`config.mk`:
```
export PLATFORM = sky130hd
export DESIGN_NAME = branch_pred_btb
export DESIGN_NICKNAME = d
export VERILOG_FILES = /design/src/rtl/branch_pred_btb.sv
export SDC_FILE = /design/constraint.sdc
export NUM_CORES = 1
export LEC_CHECK = 0
export ABC_AREA = 0
export CORE_ASPECT_RATIO = 0.5
export CORE_UTILIZATION = 25
export DETAILED_ROUTE_END_ITERATION = 8
export SLEW_MARGIN = 20
export SYNTH_ARGS = -nofsm -noshare
export SYNTH_HDL_FRONTEND = slang
export SYNTH_SLANG_ARGS = --single-unit
```
`constraint.sdc`:
```
create_clock -name clk -period 11.1 [get_ports clk]
set_input_delay 2.775 -clock clk [delete_from_list [all_inputs] [get_ports clk]]
set_output_delay 2.775 -clock clk [all_outputs]
set_load 0.02 [all_outputs]
```
`src/rtl/branch_pred_btb.sv`:
```
// rtl/branch_pred_btb.sv - fully-associative BTB with per-entry 2-bit direction counters
// Optional same-cycle update-to-lookup forwarding: define PRED_FWD_EN.
module branch_pred_btb #(
    parameter int XLEN           = 32,
    parameter int PRED_WPTR_SIZE = 2
) (
    input  logic            clk,
    input  logic            reset,
    input  logic [XLEN-1:0] if_pc_i,
    output logic            pred_hit_o,
    output logic            pred_taken_o,
    output logic [XLEN-1:0] pred_next_pc_o,
    input  logic            upd_valid_i,
    input  logic [XLEN-1:0] upd_pc_i,
    input  logic            upd_taken_i,
    input  logic [XLEN-1:0] upd_target_i
);

    localparam int ENTRIES = 1 << PRED_WPTR_SIZE;
    localparam int TAGW    = XLEN - 2;

    localparam logic [1:0] PRED_SNT = 2'b00;
    localparam logic [1:0] PRED_WT  = 2'b10;
    localparam logic [1:0] PRED_ST  = 2'b11;

    logic                      valid_q  [ENTRIES];
    logic [TAGW-1:0]           tag_q    [ENTRIES];
    logic [XLEN-1:0]           target_q [ENTRIES];
    logic [1:0]                ctr_q    [ENTRIES];
    logic [PRED_WPTR_SIZE-1:0] wptr_q;

    logic [ENTRIES-1:0]        lk_match;
    logic [ENTRIES-1:0]        up_match;
    logic [PRED_WPTR_SIZE-1:0] lk_idx;
    logic [PRED_WPTR_SIZE-1:0] up_idx;
    logic                      up_hit;
    logic [1:0]                up_ctr_nxt;
    logic                      lk_hit;
    logic [1:0]                lk_ctr;
    logic [XLEN-1:0]           lk_target;
    logic [1:0]                unused_pc_lsb;

    assign unused_pc_lsb = upd_pc_i[1:0];

    // Tags are unique by construction, so a simple index search suffices.
    always_comb begin
        lk_match = '0;
        up_match = '0;
        lk_idx   = '0;
        up_idx   = '0;
        for (int i = 0; i < ENTRIES; i++) begin
            lk_match[i] = valid_q[i] && (tag_q[i] == if_pc_i[XLEN-1:2]);
            up_match[i] = valid_q[i] && (tag_q[i] == upd_pc_i[XLEN-1:2]);
            if (lk_match[i]) lk_idx = i[PRED_WPTR_SIZE-1:0];
            if (up_match[i]) up_idx = i[PRED_WPTR_SIZE-1:0];
        end
    end

    assign up_hit = |up_match;

    always_comb begin
        up_ctr_nxt = ctr_q[up_idx];
        if (upd_taken_i) begin
            if (ctr_q[up_idx] != PRED_ST) up_ctr_nxt = ctr_q[up_idx] + 2'd1;
        end else begin
            if (ctr_q[up_idx] != PRED_SNT) up_ctr_nxt = ctr_q[up_idx] - 2'd1;
        end
    end

    always_comb begin
        lk_hit    = |lk_match;
        lk_ctr    = ctr_q[lk_idx];
        lk_target = target_q[lk_idx];
`ifdef PRED_FWD_EN
        // Present the state the entry will hold after this edge.
        if (upd_valid_i && (upd_pc_i[XLEN-1:2] == if_pc_i[XLEN-1:2])) begin
            if (up_hit) begin
                lk_hit = 1'b1;
                lk_ctr = up_ctr_nxt;
                if (upd_taken_i) lk_target = upd_target_i;
            end else if (upd_taken_i) begin
                lk_hit    = 1'b1;
                lk_ctr    = PRED_WT;
                lk_target = upd_target_i;
            end
        end
`endif
    end

    assign pred_hit_o     = lk_hit;
    assign pred_taken_o   = lk_hit & lk_ctr[1];
    assign pred_next_pc_o = pred_taken_o ? lk_target : if_pc_i + XLEN'(4);

    always_ff @(posedge clk or posedge reset) begin
        if (reset) begin
            for (int i = 0; i < ENTRIES; i++) begin
                valid_q[i]  <= 1'b0;
                tag_q[i]    <= '0;
                target_q[i] <= '0;
                ctr_q[i]    <= PRED_SNT;
            end
            wptr_q <= '0;
        end else if (upd_valid_i) begin
            if (up_hit) begin
                ctr_q[up_idx] <= up_ctr_nxt;
                if (upd_taken_i) target_q[up_idx] <= upd_target_i;
            end else if (upd_taken_i) begin
                valid_q[wptr_q]  <= 1'b1;
                tag_q[wptr_q]    <= upd_pc_i[XLEN-1:2];
                target_q[wptr_q] <= upd_target_i;
                ctr_q[wptr_q]    <= PRED_WT;
                wptr_q           <= wptr_q + 1'b1;
            end
        end
    end

    a_lookup_onehot : assert property (@(posedge clk) disable iff (reset) $onehot0(lk_match));
    a_update_onehot : assert property (@(posedge clk) disable iff (reset) $onehot0(up_match));

endmodule

```
==> results of run 1 <==
-- state kept, by name, indices dropped and copies added, names as in the netlist --
signal,cells
target_q,128
tag_q,120
ctr_q,8
valid_q,4
wptr_q,2
-- logic make-up (layout without fill, tap and decap cells) --
group,Yosys count,after routing
flops,262,262
simple gates,323,323
fa+ha+maj,7,7
xor+xnor,270,270
other cells,0,3
buf+inv,126,232
compound gates,78,78
mux,305,305
-- stage by stage --
stage | hold slack [ns] | cell area, um^2 | instances | power [mW]
finish | 0.4860 | 18350 | 2292 | 4.350
floorplan | 0.4481 | 15290 | 1371 | 2.905
CTS | 0.4883 | 18340 | 2289 | 4.371
global placement | 0.4667 | 17350 | 2234 | 3.313
detailed placement | 0.4740 | 17350 | 2234 | 3.350
global route | 0.5097 | 18340 | 2289 | 4.589
-- worst paths after layout --
kind | cells past startpoint | from | slack, ns | end
min | 1 | target_q[11] | 0.49 | target_q[11]
max | 12 | if_pc_i[15] | 1.02 | pred_next_pc_o[9]
max reg2reg | 9 | tag_q[110] | 7.34 | tag_q[101]
min in group asynchronous | 2 | reset | 2.67 | target_q[33]
min reg2reg | 1 | target_q[11] | 0.49 | target_q[11]
max in group asynchronous | 3 | reset | 6.97 | tag_q[23]
-- metal layers --
layer | wire [um] | share of wire, % | vias up
met5 | 8 | 0.017 | -
met4 | 1618 | 3.4 | 2
met3 | 1708 | 3.6 | 76
met2 | 23130 | 49 | 238
met1 | 21090 | 44 | 5574
li1 | - | - | 4975
-- critical path, delay by kind of cell --
family	cells	cell delay, ns
buffers and inverters	4	2.21
xor gates and xnor gates	1	0.21
muxes	1	0.33
and+or+nand+nor	4	1.47
AOI/OAI and AO/OA	2	0.26
-- power groups by stage --
stage               sequential, mW  combinational (mW)  clock, mW
finish                        1.81                1.54       1.01
global route                  1.87                1.66       1.06
CTS                           1.80                1.54       1.03
detailed placement            1.81                1.54          0
global placement              1.79                1.52          0
floorplan                     1.72                1.18          0
-- cells in the final DEF (no fill, tap or decap), drive strengths merged, types with 21 or more instances in the layout --
master and count:
clkbuf 40, clkdlybuf4s50 131, buf 31, dfrtp 262, nand4 78, nor4 29, o31ai 21, nand2 91
mux2i 54, mux2 251, xor2 66, nor2 52, xnor2 204, a21oi 26
-- cell type report --
type | count | area, um^2
Antenna cell | 3 | 7.507
Multi-Input combinational cell | 983 | 8160
Clock buffer | 40 | 818.3
Timing Repair Buffer | 162 | 1556
Tap cell | 812 | 1016
Fill cell | 6148 | 41480
Inverter | 15 | 63.81
Clock inverter | 15 | 170.2
Sequential cell | 262 | 6556
==> results.cfg, run 1 <==
[timing]
finalSetupViolCount = 0
period_share_pct = 90.82
rsz0062_at_grt = false
slew_viol_final = 0
finalClockSkew_ns = 0.03213
tns_ns = 0
finalHoldViolCount = 0
final.min_clock_period_ns = 10.08
timing.slew.headroom_pct = 29.67
max_freq_mhz = 99.19
setup_ws_ns = 1.018
worst_slew_pin_slew_ns = 1.055

[power_and_ir_drop]
intPower_mw = 2.856
ir_drop_uv = 137.9
combPwrFrac_pct = 35.4
seq_power_share_pct = 41.5
sw_frac_of_total_pct = 34.35
leakage_nw = 7.272
pwr-share-clk_pct = 23.1
p_switching_mw = 1.495
powerDensity_mw_per_mm2 = 237.1

[synthesis]
synth_seq_cells = 262
async_reset_ff_share_pct = 100.0
synth_simple_gate_area_share_pct = 11.40
synthAdderAreaFrac_pct = 0.5402
synth_area_leaders = dfrtp_1 43%, mux2_2 17%, xnor2_1 12%
syn_area_mm2 = 0.01529
synth_enable_flop_cells = 0
synth_top_cell_area_share_pct = 42.89
ys_types = 61
yosysMostFrequentCell = dfrtp_1
syn_inst = 1371
seq_area_frac_synth_pct = 42.89
syn_nets = 1476
syn_avg_cell_area_um2 = 11.15
yosys_warnings = 0
synth_top_flop_cell = dfrtp_1
synth_top_cell_by_area = dfrtp_1
synth_xor_area_share_pct = 15.47
ys_top_cells_by_count = 262 x dfrtp_1, 233 x mux2_2, 204 x xnor2_1, 91 x nand2_1, 78 x nand4_1
synth_compound_area_share_pct = 3.585
synth_top_family_by_area = multiplexers
synthMuxAreaShare_pct = 22.03

[global_routing]
grt-ovfl-total = 0
met3_usage_pct = 1.986
grt_max_degree = 179
grt_pass1_vias = 10960
grt_pass1_wl_mm = 70.74
gr-max-usage-layer = met2
grt_use_met2_pct = 26.07
grtUsageMet1_pct = 19.74
grt_util_all_layers_pct = 15.21
antenna_found_initial = 3

[critical_path]
cpMaxStageDelayCell = clkdlybuf4s50_1
crit_fanout = 33
worstPathCellList = clkdlybuf4s50_1 > xor2_1 > nor4_1 > or4bb_1 > nor4_4 > buf_4 > nor3b_1 > a21oi_2 > o311ai_4 > buf_4 > mux2i_1 > clkdlybuf4s50_1
cp.required_ns = 8.33
critPathArrivalTime_ns = 7.31
crit_type = in -> out
cpPeakStageDelay_ns = 0.87
critPathCaptureType = output port
cp-start-kind = input port

[routing]
via_per_inst = 4.740
drc = 0
antenna_left = 0
drtIter0Drc = 666
avgRoutedWirePerCell_um = 20.75
finalWirelength_mm = 47.55
drtPass1Iterations = 5
num_vias = 10870

[clock_tree]
cts_root_buffer = clkbuf_16
clock-sinks = 262
ctsHoldBuffers = 0
htreeDepth = 1
cts_setup_buffers = 0
cts_buffers = 30
cts.reportedPaths.clkPinSlew_ns = 0.06
ctsResizeCount = 0
cts_tree = yes
clk_latency_ns = 0.58
cts_buffer_depth = 3

[final_layout]
area_delta_synth_final_pct = 20.04
drive_gt1_share_pct = 22.27
utilization_pct = 30.67
nNetsFinal = 1559

[floorplan]
io_pins = 134
core_mm2 = 0.05983
initial_core_util_pct = 25.55
die_h_um = 176.9
die_x_um = 351.7
die_area_mm2 = 0.06220
rows = 63

[placement]
gp_congestion = 0.9211
dp_hpwl_mm = 34.61
portBuffers = 131
dp_worst_setup_slack_ns = 1.099

[min_path]
worst_hold_path_type = reg -> reg

[run]
cap_violations = 0

[run_status]
status = finished, final reports clean
Power figures use the tool's default switching activity.
==> inputs of run 2 (changes only) <==
--- a/config.mk
+++ b/config.mk
@@ -8,6 +8,8 @@
 export ABC_AREA = 0
 export CORE_ASPECT_RATIO = 0.5
 export CORE_UTILIZATION = 25
+export CTS_CLUSTER_DIAMETER = 80
+export CTS_CLUSTER_SIZE = 10
 export DETAILED_ROUTE_END_ITERATION = 8
 export SLEW_MARGIN = 20
 export SYNTH_ARGS = -nofsm -noshare
==> run 2 against run 1 <==
  * First-iteration DRC count rose by 16%
  * Clock skew down 0.019 ns
  * Clock power shrank 14%
  * Critical path type unchanged
  * Worst setup slack better by 0.015 ns
  * Wire length hardly changed
  * Critical path depth is the same
==> results.cfg, run 2 (synthesis gave the netlist of run 1 again) <==
[placement]
dp_hpwl_mm = 34.61
dp.cells = 2234
portBuffers = 131
postPlaceCellArea_mm2 = 0.01735
gp_congestion = 0.9211

[global_routing]
grt_pass1_vias = 10860
grt-ovfl-total = 0
grt_max_degree = 179
grt_util_all_layers_pct = 15.23
grt_pass1_wl_mm = 70.72
antenna_found_initial = 3

[clock_tree]
cts.reportedPaths.clkPinSlew_ns = 0.05
ctsResizeCount = 0
clk_latency_ns = 0.57
cts_setup_buffers = 0
cts_buffer_depth = 3
cts_buffers = 30
cts_tree = yes
clock-sinks = 262
cts_root_buffer = clkbuf_16
htreeDepth = 1
ctsHoldBuffers = 0

[floorplan]
die_x_um = 351.7
rows = 63
core_mm2 = 0.05983
io_pins = 134
initial_core_util_pct = 25.55
die_area_mm2 = 0.06220
die_h_um = 176.9

[routing]
drtPass1Iterations = 5
via_per_inst = 4.813
finalWirelength_mm = 47.55
avgRoutedWirePerCell_um = 20.95
drc = 0
antenna_left = 0
num_vias = 10930
drtIter0Drc = 771

[timing]
hold_slack_ns = 0.4852
period_share_pct = 90.69
tns_ns = 0
final.min_clock_period_ns = 10.07
timing.slew.headroom_pct = 28.98
rsz0062_at_grt = false
slew_viol_final = 0
worst_slew_pin_slew_ns = 1.065
max_freq_mhz = 99.34
finalClockSkew_ns = 0.01282
finalHoldViolCount = 0
finalSetupViolCount = 0

[power_and_ir_drop]
leakage_nw = 7.176
ir_drop_uv = 128.3
totalPowerFinal_mw = 4.213
powerDensity_mw_per_mm2 = 232.1

[critical_path]
cp.required_ns = 8.33
reg2reg_depth = 9
timing.rr.end = tag_q[101]
ff2ff_setup_slack_ns = 7.35
critPathArrivalTime_ns = 7.29
crit_type = in -> out
crit_fanout = 33
critPathCaptureType = output port
cp-start-kind = input port
r2r_start = tag_q[110]

[final_layout]
n_fill_cell = 6153
nNetsFinal = 1559
seq_area_mm2 = 0.006556
drive_gt1_share_pct = 21.58
largest_registers = target_q: 128 flops, tag_q: 120 flops, ctr_q: 8 flops
final_cell_mix = 262 x dfrtp_1, 233 x mux2_2, 204 x xnor2_1
final_area_mm2 = 0.01815
area_delta_synth_final_pct = 18.74
final_cells = 2270
multi_input_area_mm2 = 0.008160
largest_reg_flops = 128
final_common_cell = dfrtp_1
top_register = target_q

[min_path]
worstHoldStart = target_q[11]
hold_end = target_q[11]
whs_path_depth = 1
worst_hold_path_type = reg -> reg

[run_status]
status = finished, final reports clean

[run]
cap_violations = 0
[run 2: changes by cell type in the layout (fill, tap and decap cells not counted), sizes merged]
cell and delta:
clkbuf -9, clkinv -8, clkinvlp -2, bufinv -3
[run 2: worst max-delay path by stage]
stage	from	end	slack, ns
global placement	if_pc_i[4]	pred_next_pc_o[9]	1.16
CTS	if_pc_i[15]	pred_next_pc_o[9]	1.09
floorplan	reset	ctr_q[0]	1.11
detailed placement	if_pc_i[15]	pred_next_pc_o[9]	1.10
global route	if_pc_i[15]	pred_next_pc_o[9]	0.95
finish	if_pc_i[15]	pred_next_pc_o[9]	1.03
[run 2: area by class of cell]
class                      count  share of cell area, %
multi-input combinational    983                  44.96
sequential                   262                  36.12
timing repair buffer         162                  8.576
tap                          812                  5.598
clock buffer                  31                  4.212
inverter                      15                 0.3516
clock inverter                 2                 0.1379
antenna                        3                0.04136
[run 2: power by group]
group	leakage, nW	internal (mW)	switching [mW]
sequential	3.13	1.42	0.383
combinational	3.65	0.844	0.693
clock	0.388	0.481	0.387
total	7.18	2.75	1.46
[run 2: layer usage]
metal / track usage, % / vias to the layer above / part of all wire (%)
met2: 26.00 / 263 / 49
met5: 0 / - / 0.017
met4: 5.018 / 2 / 3.2
met3: 2.102 / 74 / 4.5
li1: - / 4964 / -
met1: 19.78 / 5622 / 44
[run 2: worst max-delay path, stage by stage]
cell and delay, ns:
clkdlybuf4s50_1 0.87, xor2_1 0.20, nor4_1 0.35, or4bb_1 0.49, nor4_4 0.53, buf_4 0.35
nor3b_1 0.09, a21oi_2 0.15, o311ai_4 0.11, buf_4 0.33, mux2i_1 0.33, clkdlybuf4s50_1 0.66
[run 2: metrics by stage]
stage                     util [%]  worst slack [ns]
after global routing         30.32            0.9509
final                        30.34             1.033
after CTS                    30.32             1.088
after floorplan                  -             1.113
after detailed placement     29.00             1.099
after global placement       29.00             1.156
==> edit, RTL diff (config.mk and constraints of run 2) <==
Reset style: synchronous (`reset`), changed in one clocked block.
--- a/src/rtl/branch_pred_btb.sv
+++ b/src/rtl/branch_pred_btb.sv
@@ -93,3 +93,3 @@
 
-    always_ff @(posedge clk or posedge reset) begin
+    always_ff @(posedge clk) begin
         if (reset) begin
Function: changed (Yosys sat finds a counterexample within 4 cycles, from zero or initial values and one cycle with reset high; the reset may be asserted at any time).
==> edit against run 2 <==
  * Synthesized cell count fell by 1.8%
  * Setup slack gained 0.16 ns
  * Synthesized area is 2.8% lower
  * Sequential cell count unchanged
  * Die area down 2.7%
  * Sequential share of layout area increased by 8.1 points
  * Count of clock-buffer cells in the layout grew 12
  * Cell area shrank 2.2%
  * Routed wire length fell by 5.7%
  * Cell count is 3.0% lower
Power is not compared: it rests on default switching activity, and its combinational part moved more than twofold at a synthesized area within 25%.
==> edit: results (changes against run 2) <==
| Metric | Value |
|---|---|
| M1 GR Usage | `19.7% (-0.065 points)` |
| Setup clock skew after layout | `0.0265 ns (+0.0136 ns)` |
| Global-route met3 utilization | `2.18% (+0.081 points)` |
| Seq_cells | `262 (unchanged)` |
| Met3 Routed Length | `2850 µm (+34%)` |
| Status | `finished, final reports clean` |
| CP Max Fanout | `32 (-3.0%)` |
| R2R Setup Slk | `6.35 ns (-1.00 ns)` |
| DR top layer | `met4` |
| Arrival time worst endpoint | `7.13 ns (-0.16 ns)` |
| Final net count | `1524 (-2.2%)` |
| Routed length on met2 | `21300 µm (-7.7%)` |
| Layout clock area frac | `4.67% (+0.32 points)` |
| Pre-CTS WS | `1.22 ns (+0.120 ns)` |
| EDFF count, synth | `260 (+260)` |
| Worst Tran Pin Value | `1.09 ns (+0.0207 ns)` |
| Non-clk buf share | `8.39% (-0.19 points)` |
| Crit path launch | `if_pc_i[12]` |
| Drt initial violations | `1093 (+42%)` |
| CP endpoint | `pred_next_pc_o[24]` |
| Buffers, non-clock | `153 (-5.6%)` |
| RePlAce Congestion | `0.946 (+2.7%)` |
| Largest cells by area after synthesis | `edfxtp_1, xnor2_1, mux2i_1` |
| FFs w/ async S/R, synth | `0% (-100 points)` |
| Fraction of layout cells with a size suffix above 1 | `6.06% (-16 points)` |
| DP HPWL | `31500 µm (-8.9%)` |
| Multi-input gates | `939 (-4.5%)` |
| Initial antenna violation count | `0 (-3)` |
| DR vias | `10400 (-5.1%)` |
| Wl on met1 | `19700 µm (-5.4%)` |
| RR Startpoint | `tag_q[0][18]` |
| Fraction of area in multi-input gates | `36.5% (-8.4 points)` |
[edit: cell count changes after synthesis, moves of 36 or more]
cell and delta:
clkbuf_1 +53, nor2_1 +94, edfxtp_1 +260, dfrtp_1 -262
buf_2 -49, mux2i_1 +36, mux2_2 -225, and2_1 +95
[edit: cell families (layout without fill, tap and decap cells)]
group                      Yosys count  after routing  synth area share [%]
buffers and inverters              146            234                  4.04
AOI/OAI and AO/OA                   60             60                  2.60
and+or+nand+nor                    509            509                  17.8
muxes                               99             99                  6.74
DFF                                262            262                  52.8
adders and majority gates            1              1                0.0842
xor gates and xnor gates           270            270                  15.9
[edit: stage by stage]
step | std cells | instance area (µm²) | hold WS [ns]
after CTS | 2202 | 17700 | 0.646
after global routing | 2203 | 17700 | 0.683
after global placement | 2158 | 16900 | 0.621
after floorplan | 1347 | 14900 | 0.558
after detailed placement | 2158 | 16900 | 0.628
final | 2203 | 17700 | 0.649
[edit: critical path: stages]
cell	delay [ns]
clkdlybuf4s50_1	0.82
xor2_1	0.35
nor4_1	0.25
nand4_1	0.11
or3_1	0.34
nor4_2	0.63
a311oi_2	0.11
a21oi_4	0.16
buf_4	0.50
mux2i_1	0.38
clkdlybuf4s50_1	0.66
[edit: worst min-delay path by stage]
stage,startpoint,endpoint,depth (start not counted)
3_5_place_dp,wptr_q[0],wptr_q[0],2
2_1_floorplan,wptr_q[0],wptr_q[0],2
4_1_cts,wptr_q[0],wptr_q[0],2
3_3_place_gp,wptr_q[0],wptr_q[0],2
6_report,wptr_q[0],wptr_q[0],2
5_1_grt,wptr_q[0],wptr_q[0],2
